===== src/rtl/cpu_clock_ctrl.sv =====
`default_nettype none
// ============================================================================
// Module      : cpu_clock_ctrl
// Description : Clock-enable scheduler for the MIPS core. Issues one-clk
//               cpu_ce pulses in stop / single-step / slow-run / fast-run
//               modes, honours the core halt request, counts issued pulses.
//               Optional macro CPU_CLK_BREAKPOINT_EN adds a PC breakpoint.
// Revision    : 1.0 - initial release
// ============================================================================
module cpu_clock_ctrl #(
  parameter int unsigned SLOW_DIV = 25000000,
  parameter int unsigned FAST_DIV = 0,
  parameter int unsigned DEBOUNCE = 250000
) (
  input  logic        clk,
  input  logic        reset,
  input  logic [1:0]  mode,
  input  logic        step_btn,
  input  logic        halt,
  input  logic        resume,
`ifdef CPU_CLK_BREAKPOINT_EN
  input  logic [31:0] pc,
  input  logic [31:0] bp_addr,
  input  logic        bp_valid,
  output logic        bp_hit,
`endif
  output logic        cpu_ce,
  output logic        running,
  output logic        halted,
  output logic [31:0] cycle_cnt
);

  localparam logic [31:0] c_SLOW_DIV = 32'(SLOW_DIV);
  localparam logic [31:0] c_FAST_DIV = 32'(FAST_DIV);
  localparam int          c_DB_W     = (DEBOUNCE > 1) ? $clog2(DEBOUNCE) : 1;
  localparam logic [c_DB_W-1:0] c_DB_LAST = c_DB_W'(DEBOUNCE - 1);
  localparam logic [c_DB_W-1:0] c_DB_ONE  = c_DB_W'(1);

  typedef enum logic [1:0] {
    ST_STOP   = 2'd0,
    ST_STEP   = 2'd1,
    ST_RUN    = 2'd2,
    ST_HALTED = 2'd3
  } state_t;

  state_t            r_state;
  state_t            w_state_next;
  state_t            w_mode_state;
  logic [31:0]       r_div_cnt;
  logic [31:0]       w_div_next;
  logic [31:0]       w_div_sel;
  logic [1:0]        r_mode_q;
  logic [1:0]        r_sync;
  logic [c_DB_W-1:0] r_db_cnt;
  logic              r_db;
  logic              r_db_prev;
  logic              r_cpu_ce;
  logic              r_running;
  logic              r_halted;
  logic [31:0]       r_cycle_cnt;
  logic              w_ce_next;
  logic              w_mode_chg;
  logic              w_step_rise;
  logic              w_stop_req;
  logic              w_bp_match;
  logic              w_bp_set;
  logic              w_due;

  assign w_mode_chg  = (mode != r_mode_q);
  assign w_step_rise = r_db & ~r_db_prev;
  assign w_div_sel   = mode[0] ? c_FAST_DIV : c_SLOW_DIV;

`ifdef CPU_CLK_BREAKPOINT_EN
  logic r_bp_hit;
  assign w_bp_match = bp_valid && (pc == bp_addr);
  assign bp_hit     = r_bp_hit;
`else
  assign w_bp_match = 1'b0;
`endif
  // A breakpoint match stops the core exactly like a halt request.
  assign w_stop_req = halt | w_bp_match;

  // Map the mode switches onto the state they select.
  always_comb begin
    w_mode_state = ST_RUN;
    case (mode)
      2'b00:   w_mode_state = ST_STOP;
      2'b01:   w_mode_state = ST_STEP;
      default: w_mode_state = ST_RUN;
    endcase
  end

  // Bring the raw pushbutton into the clk domain.
  always_ff @(posedge clk or negedge reset) begin
    if (!reset) begin
      r_sync <= 2'b00;
    end else begin
      r_sync <= {r_sync[0], step_btn};
    end
  end

  // Accept a new button level after DEBOUNCE consecutive differing samples.
  always_ff @(posedge clk or negedge reset) begin
    if (!reset) begin
      r_db_cnt  <= '0;
      r_db      <= 1'b0;
      r_db_prev <= 1'b0;
    end else begin
      r_db_prev <= r_db;
      if (r_sync[1] == r_db) begin
        r_db_cnt <= '0;
      end else if (r_db_cnt == c_DB_LAST) begin
        r_db     <= r_sync[1];
        r_db_cnt <= '0;
      end else begin
        r_db_cnt <= r_db_cnt + c_DB_ONE;
      end
    end
  end

  // Next state, divider and pulse decision; halt/breakpoint veto any due pulse
  // except the forced pulse that leaves HALTED.
  always_comb begin
    w_state_next = r_state;
    w_div_next   = 32'd0;
    w_ce_next    = 1'b0;
    w_due        = 1'b0;
    w_bp_set     = 1'b0;
    case (r_state)
      ST_STOP: begin
        w_state_next = w_mode_state;
      end
      ST_STEP: begin
        if (w_mode_chg) begin
          w_state_next = w_mode_state;
        end else if (w_step_rise) begin
          w_due = 1'b1;
        end
      end
      ST_RUN: begin
        if (w_mode_chg) begin
          w_state_next = w_mode_state;
        end else if (r_div_cnt == w_div_sel) begin
          w_due = 1'b1;
        end else begin
          w_div_next = r_div_cnt + 32'd1;
        end
      end
      ST_HALTED: begin
        if (resume) begin
          w_ce_next    = 1'b1;
          w_state_next = w_mode_state;
        end
      end
      default: begin
        w_state_next = ST_STOP;
      end
    endcase
    if (w_due) begin
      if (w_stop_req) begin
        w_state_next = ST_HALTED;
        w_bp_set     = w_bp_match;
      end else begin
        w_ce_next = 1'b1;
      end
    end
  end

  // State, divider, registered outputs and the issued-pulse counter.
  always_ff @(posedge clk or negedge reset) begin
    if (!reset) begin
      r_state     <= ST_STOP;
      r_div_cnt   <= 32'd0;
      r_mode_q    <= 2'b00;
      r_cpu_ce    <= 1'b0;
      r_running   <= 1'b0;
      r_halted    <= 1'b0;
      r_cycle_cnt <= 32'd0;
    end else begin
      r_state     <= w_state_next;
      r_div_cnt   <= w_div_next;
      r_mode_q    <= mode;
      r_cpu_ce    <= w_ce_next;
      r_running   <= (w_state_next == ST_RUN);
      r_halted    <= (w_state_next == ST_HALTED);
      r_cycle_cnt <= r_cycle_cnt + {31'd0, w_ce_next};
    end
  end

`ifdef CPU_CLK_BREAKPOINT_EN
  // Sticky breakpoint flag, cleared when the core is resumed.
  always_ff @(posedge clk or negedge reset) begin
    if (!reset) begin
      r_bp_hit <= 1'b0;
    end else if (w_bp_set) begin
      r_bp_hit <= 1'b1;
    end else if ((r_state == ST_HALTED) && resume) begin
      r_bp_hit <= 1'b0;
    end
  end
`endif

  assign cpu_ce    = r_cpu_ce;
  assign running   = r_running;
  assign halted    = r_halted;
  assign cycle_cnt = r_cycle_cnt;

endmodule
`default_nettype wire


===== config.mk =====
export PLATFORM = sky130hd
export DESIGN_NAME = cpu_clock_ctrl
export DESIGN_NICKNAME = d
export VERILOG_FILES = /design/src/rtl/cpu_clock_ctrl.sv
export SDC_FILE = /design/constraint.sdc
export NUM_CORES = 1
export LEC_CHECK = 0
export CAP_MARGIN = 30
export CORE_ASPECT_RATIO = 1.2
export CORE_MARGIN = 1
export CORE_UTILIZATION = 44
export DETAILED_ROUTE_END_ITERATION = 16
export GPL_ROUTABILITY_DRIVEN = 0
export PLACE_DENSITY_LB_ADDON = 0.08
export SYNTH_ARGS = -nofsm -noshare
export SYNTH_HDL_FRONTEND = slang
export SYNTH_SLANG_ARGS = --single-unit

===== constraint.sdc =====
create_clock -name clk -period 2.73 [get_ports clk]
set_clock_uncertainty 0.2 [all_clocks]
set_input_delay 0.546 -clock clk [delete_from_list [all_inputs] [get_ports clk]]
set_output_delay 0.546 -clock clk [all_outputs]
set_load 0.01 [all_outputs]

---- Word level (Yosys, flattened, before mapping) ----
Index checks and enable logic that the tools add are counted.
word-level totals
  register bits after elaboration ......... 93
  output and inout port bits .............. 35
  bits of input ports ..................... 7
  logic and storage cells ................. 52
cells by class
  muxes and demuxes ....................... 21
  add/sub/neg operators ................... 3
  bitwise logic cells ..................... 3
  reductions and logical operators ........ 4
  equal/unequal tests ..................... 10
operators with widths
  kind                     count
  $mux W32                 3
  $mux W18                 2
  $add A32 B1 Y32          1
  $add A32 B1 Y32 const B  1
  $eq A32 B25 Y1           1
  $mux W25                 1
  $add A18 B1 Y18 const B  1
  $eq A18 B18 Y1 const B   1
  $eq A2 B2 Y1 const B     4
  $mux W1                  8
  $mux W2                  4
  $pmux W2 S3              1
  $eq A2 B1 Y1 const B     2
  $logic_not A2 Y1         2
  $pmux W2 S2              1
  $ne A2 B2 Y1             1
  $not A1 Y1               2
  $pmux W1 S2              1
  $reduce_and A2 Y1        1
  $reduce_or A2 Y1         1
  $and A1 B1 Y1            1
  $eq A1 B1 Y1             1

---- Longest topological paths before layout ----
Gate-level depths: netlist (run 1).
  depth in word-level cells ............... 7
  mapped depth ............................ 14
  depth with buffers taken out ............ 14

---- Worst setup path before layout (run 1) ----
Ideal clock, no wire load.
  path type ............................... input port to flip-flop
  start ................................... input mode[0]
  end ..................................... register r_cycle_cnt[24] (netlist: cycle_cnt[24])
  buffers on the path ..................... 0
  stages on the path ...................... 12
  setup time .............................. 0.126 ns
  data required time ...................... 2.404 ns
  arrival time ............................ 2.737 ns
  slack ................................... -0.333 ns
  path through ............................ and4b_2 -> nand3_2 -> a2111oi_2 -> nand4b_1 -> nand2_1 -> ha_1 -> ha_1 -> nand4_1 -> nor2_1 -> and2_1 -> nand4_1 -> xnor2_1
on the way
  longest elaborated chain between the ends .. 7
  elaborated cells between the ends (all ways) .. 9
  classes of those cells .................. add/sub (1); eq/ne (2); mux (6)
RTL lines
  element               RTL line  RTL
  start, declared       17        input logic [1:0] mode,
  $mux W25              71        assign w_div_sel = mode[0] ? c_FAST_DIV : c_SLOW_DIV;
  $eq A32 B25 Y1        143       end else if (r_div_cnt == w_div_sel) begin
  $mux W1               143
  $mux W1               141       if (w_mode_chg) begin
  $pmux W1 S2 (*)       129       case (r_state)
  $mux W1 (*)           159       if (w_due) begin
  via w_ce_next         61        logic w_ce_next;
  $add A32 B1 Y32 (*)   186       r_cycle_cnt <= r_cycle_cnt + {31'd0, w_ce_next};
  end signal, assigned  186
  end, declared         60        logic [31:0] r_cycle_cnt;
Mark *: on every way through the listed nets, which the timed path passes. The rest lies on a longest branch.
A chain may end at the register's enable or synchronous reset.

---- Final worst setup path (run 1) ----
  start ................................... input mode[0]
  end ..................................... register r_cycle_cnt[12] (netlist: cycle_cnt[12])
Same word-level chain as after synthesis.

==> run_results.csv, run 1 <==
group,metric,value,unit
synth,synth_top_cell_area_share,0.519,
synth,synthMuxAreaShare,0.00251,
timing,min_period_over_period,1.07,
cells_and_area,utilization,0.605,
outcome,status,"complete, but fails checks",
timing,maxClockFrequency,0.342,GHz
global_routing,grt_overflow,0,
power,clkPwrFrac,0.411,
power,p_int,2.30,mW
synth,seq_area_frac_synth,0.519,
power,cellLeakagePower,2.66,nW
synth,synth_area_leader_cell,"dfrtp_1",
timing,hold_viol,0,
synth,synth-simple-area-share,0.253,
worst_setup_path,reg2reg_slack,-0.19,ns
cts,cts-root-buf,"clkbuf_16",
power,sequentialPowerShare,0.494,
outcome,violations,"DRC, setup timing",
routing,post-route-drc-count,1,
worst_setup_path,path_cells,"clkdlybuf4s15_1, nor4b_4, nand3_1, a2111oi_4, nand4b_1, nand2_2, ha_4, ha_4, nand4_1, nor2_2, buf_4, buf_6, nand4_1, xnor2_1",
synth,synthFlopType,"dfrtp_1",
global_routing,grt_pass1_vias,3363,
timing,tightestPinTransition,0.461,ns
cells_and_area,register_area,2330,sq um
power,pwr-share-comb,0.095,
worst_setup_path,crit_path_end_kind,"register",
worst_setup_path,crit_path_end,"cycle_cnt[12]",
routing,avgRoutedWirePerCell,14.0,microns
global_routing,track_usage,0.190,
worst_setup_path,worst_ep_required_time,2.75,ns
routing,drt_iter0_drc,105,
timing,finalMaxSlewViolations,0,
cells_and_area,syn2layout_area_growth,34.4,%
power,peakVddDrop,336,uV
timing,setup_ws,-0.195,ns
global_routing,grt_max_degree,58,
worst_setup_path,cpMaxStageDelayCell,"a2111oi_4",
synth,yosysWarnings,0,
routing,wl,9340,microns
timing,finalSetupTns,-2.56,ns
synth,synthCells,432,
routing,drt_pass1_iterations,10,
global_routing,grt_pass1_wl,15700,microns
placement,dpl-instance-area,5440,sq um
power,p_per_area,495,nW/um^2
power,p_switching,0.685,mW
placement,port_buffers,41,
worst_setup_path,r2r_start,"r_div_cnt[29]",
synth,synth_area_leaders,"dfrtp_1 (52%), xnor2_1 (7.8%), xor2_1 (7.6%), nor2_1 (5.0%), nand3_1 (3.9%)",
cts,cts_tree,"done",
synth,netlist_area,4480,sq um
synth,ys_async_sr_fraction,1.00,
routing,num_vias,3416,
synth,netlist-cell-type-count,39,
timing,setup_viol,21,
timing,slew_headroom,0.693,
synth,ys_ff_latch,93,
synth,synth_area_per_cell,10.4,sq um
floorplan,die_w,94.1,microns
placement,hpwl,6400,microns
worst_setup_path,critical_path_class,"in -> reg",
synth,synth_fp_nets,449,
synth,synth_top_family_by_area,"simple AND/OR/NAND/NOR gates",
routing,via_per_inst,5.14,
worst_hold_path,min_path_type,"in -> async",
floorplan,initial_core_util,0.450,
cts,insertion_delay,0.33,ns
power,switching_share,0.230,
cells_and_area,n_fill_cell,811,
worst_setup_path,reg2reg_depth,13,
synth,synthTopCellsByCount,"dfrtp_1 (93), nor2_1 (60), xnor2_1 (40)",
cells_and_area,nNetsFinal,551,
floorplan,io_pins,42,
floorplan,dieHeight,113,microns
cells_and_area,multi_input_area,2310,sq um
timing,fin_crit,2.93,ns
worst_setup_path,critPathMaxStageDelay,0.40,ns
worst_setup_path,r2r-end,"cycle_cnt[12]",
flow_run,maxCapViolCount,0,
global_routing,antenna_found_initial,0,
routing,ant_nets,0,
synth,synth.most_common_cell,"dfrtp_1",
worst_setup_path,worst_setup_path_start_kind,"primary input",
cells_and_area,n_antenna_cell,0,
worst_setup_path,crit_path_max_fanout,6,
floorplan,dieArea,10600,sq um
synth,synth_xor_area_frac,0.154,
cells_and_area,drive_gt1_frac,0.243,
synth,synthAdderAreaFrac,0.0279,
cts,numCtsBuffers,9,
cts,clkTransAtPathRegs,0.06,ns
cells_and_area,design_area,6020,sq um
cts,htreeDepth,3,
worst_setup_path,crit_arrival,2.94,ns
cts,cts.path.max_buffers,2,
cts,cts_sinks,93,
worst_setup_path,cp-startpoint,"mode[0]",
synth,synth_compound_area_frac,0.0173,
floorplan,num_rows,40,
synth,synth_edf_count,0,
timing,rsz0062_at_grt,"true",
floorplan,core,9960,sq um
-- metal layers --
| metal | wire length [microns] | share of wire | global-route usage | vias to the layer above |
|---|---|---|---|---|
| li1 | - | - | - | 1688 |
| met1 | 4150 | 0.44 | 0.229 | 1652 |
| met2 | 4730 | 0.51 | 0.330 | 61 |
| met3 | 243 | 0.026 | 0.0332 | 15 |
| met4 | 212 | 0.023 | 0.0831 | 0 |
| met5 | 0 | 0 | 0 | - |
-- layout by cell type, fill, tap and decap left out, types with 3 or more instances in the layout --
master           Yosys  routed
nor3_1              12       9
clkbuf_16            0       9
nand2_2              0       5
clkdlybuf4s50_1      0      39
xnor2_1             40      36
nand3_1             35      28
buf_4                0      51
nand2_1             31      23
xnor2_2              0       4
and3_1               6       6
nor4_1              11       9
nand3_2              1       7
nand2b_1             3       3
and4_1               6       6
nand2_4              0       3
nor2_2              12      15
inv_1               11      11
ha_1                10       7
nand4_1             26      26
dfrtp_1             93      92
xor2_1              39      39
nor2_1              60      52
clkbuf_1             2       5
a21oi_1              3       3
buf_6                3       7
ha_4                 0       3
nor2_4               0       5
-- layout make-up --
cell class	count	share of cell area
flip-flops and latches	93	0.386
multi-input cells	319	0.383
repair buffers	100	0.150
clock buffers	15	0.0428
well taps	126	0.0262
inverters	11	0.00685
clock inverters	1	0.00498
-- kinds of logic after synthesis --
family,Yosys count
compound gates,10
xor+xnor,79
fa+ha+maj,10
buf+inv,20
flops,93
mux,1
simple gates,219
-- per-stage QoR --
step                hold WS [ns]  cells  worst slack (ns)  power [mW]
finish                   0.00293    665            -0.195        2.98
detailed placement         0.179    643            -0.925        1.76
floorplan                 0.0504    432            -0.170        1.61
CTS                      0.00988    663            -0.242        3.02
global route              0.0284    665            -0.425        3.12
global placement           0.172    643            -0.876        1.75
-- what timing repair did --
action                     4_1_cts  5_1_grt
setup endpoints to repair       28       27
buffers inserted                 6        5
gates resized for setup         34       25
pin swaps                       19       16
hold buffers                     0        0
-- registers in the layout (all words and copies together), names as in the netlist --
register / cells
running: 1
r_state: 2
r_db_prev: 1
halted: 1
cycle_cnt: 32
r_db_cnt: 18
r_db: 1
r_div_cnt: 32
r_sync: 2
r_mode_q: 2
cpu_ce: 1
-- worst min path at each step --
stage / endpoint / cells after the start
after floorplan: cpu_ce / 0
after global placement: r_sync[1] / 0
after detailed placement: r_sync[1] / 0
after CTS: r_db_cnt[7] / 2
after global routing: cycle_cnt[28] / 2
final: cycle_cnt[29] / 2
-- worst max-delay path: cells and delay by family --
family,cells,cell delay [ns]
adder cells (fa/ha/maj),2,0.28
XOR/XNOR,1,0.14
AO/OA/AOI/OAI,1,0.40
buffers and inverters,3,0.52
AND/OR/NAND/NOR,7,1.05
-- power groups by stage --
stage | Clock (mW) | Combinational, mW | Sequential (mW)
4_1_cts | 1.26 | 0.285 | 1.47
2_1_floorplan | 0 | 0.119 | 1.49
3_5_place_dp | 0 | 0.273 | 1.48
3_3_place_gp | 0 | 0.268 | 1.48
5_1_grt | 1.32 | 0.319 | 1.48
6_report | 1.23 | 0.284 | 1.47
(Power assumes the default switching activity.)
==> run 2: changes to the inputs <==
GPL_TIMING_DRIVEN = 1   (was not set)
==> results of run 2 <==
Final layout, timing and power as in run 1 (identical DEF).
==> run 3: changes to the inputs <==
CAP_MARGIN = 20   (was 30)
==> results of run 3 <==
Final layout, timing and power as in run 1 (identical DEF).
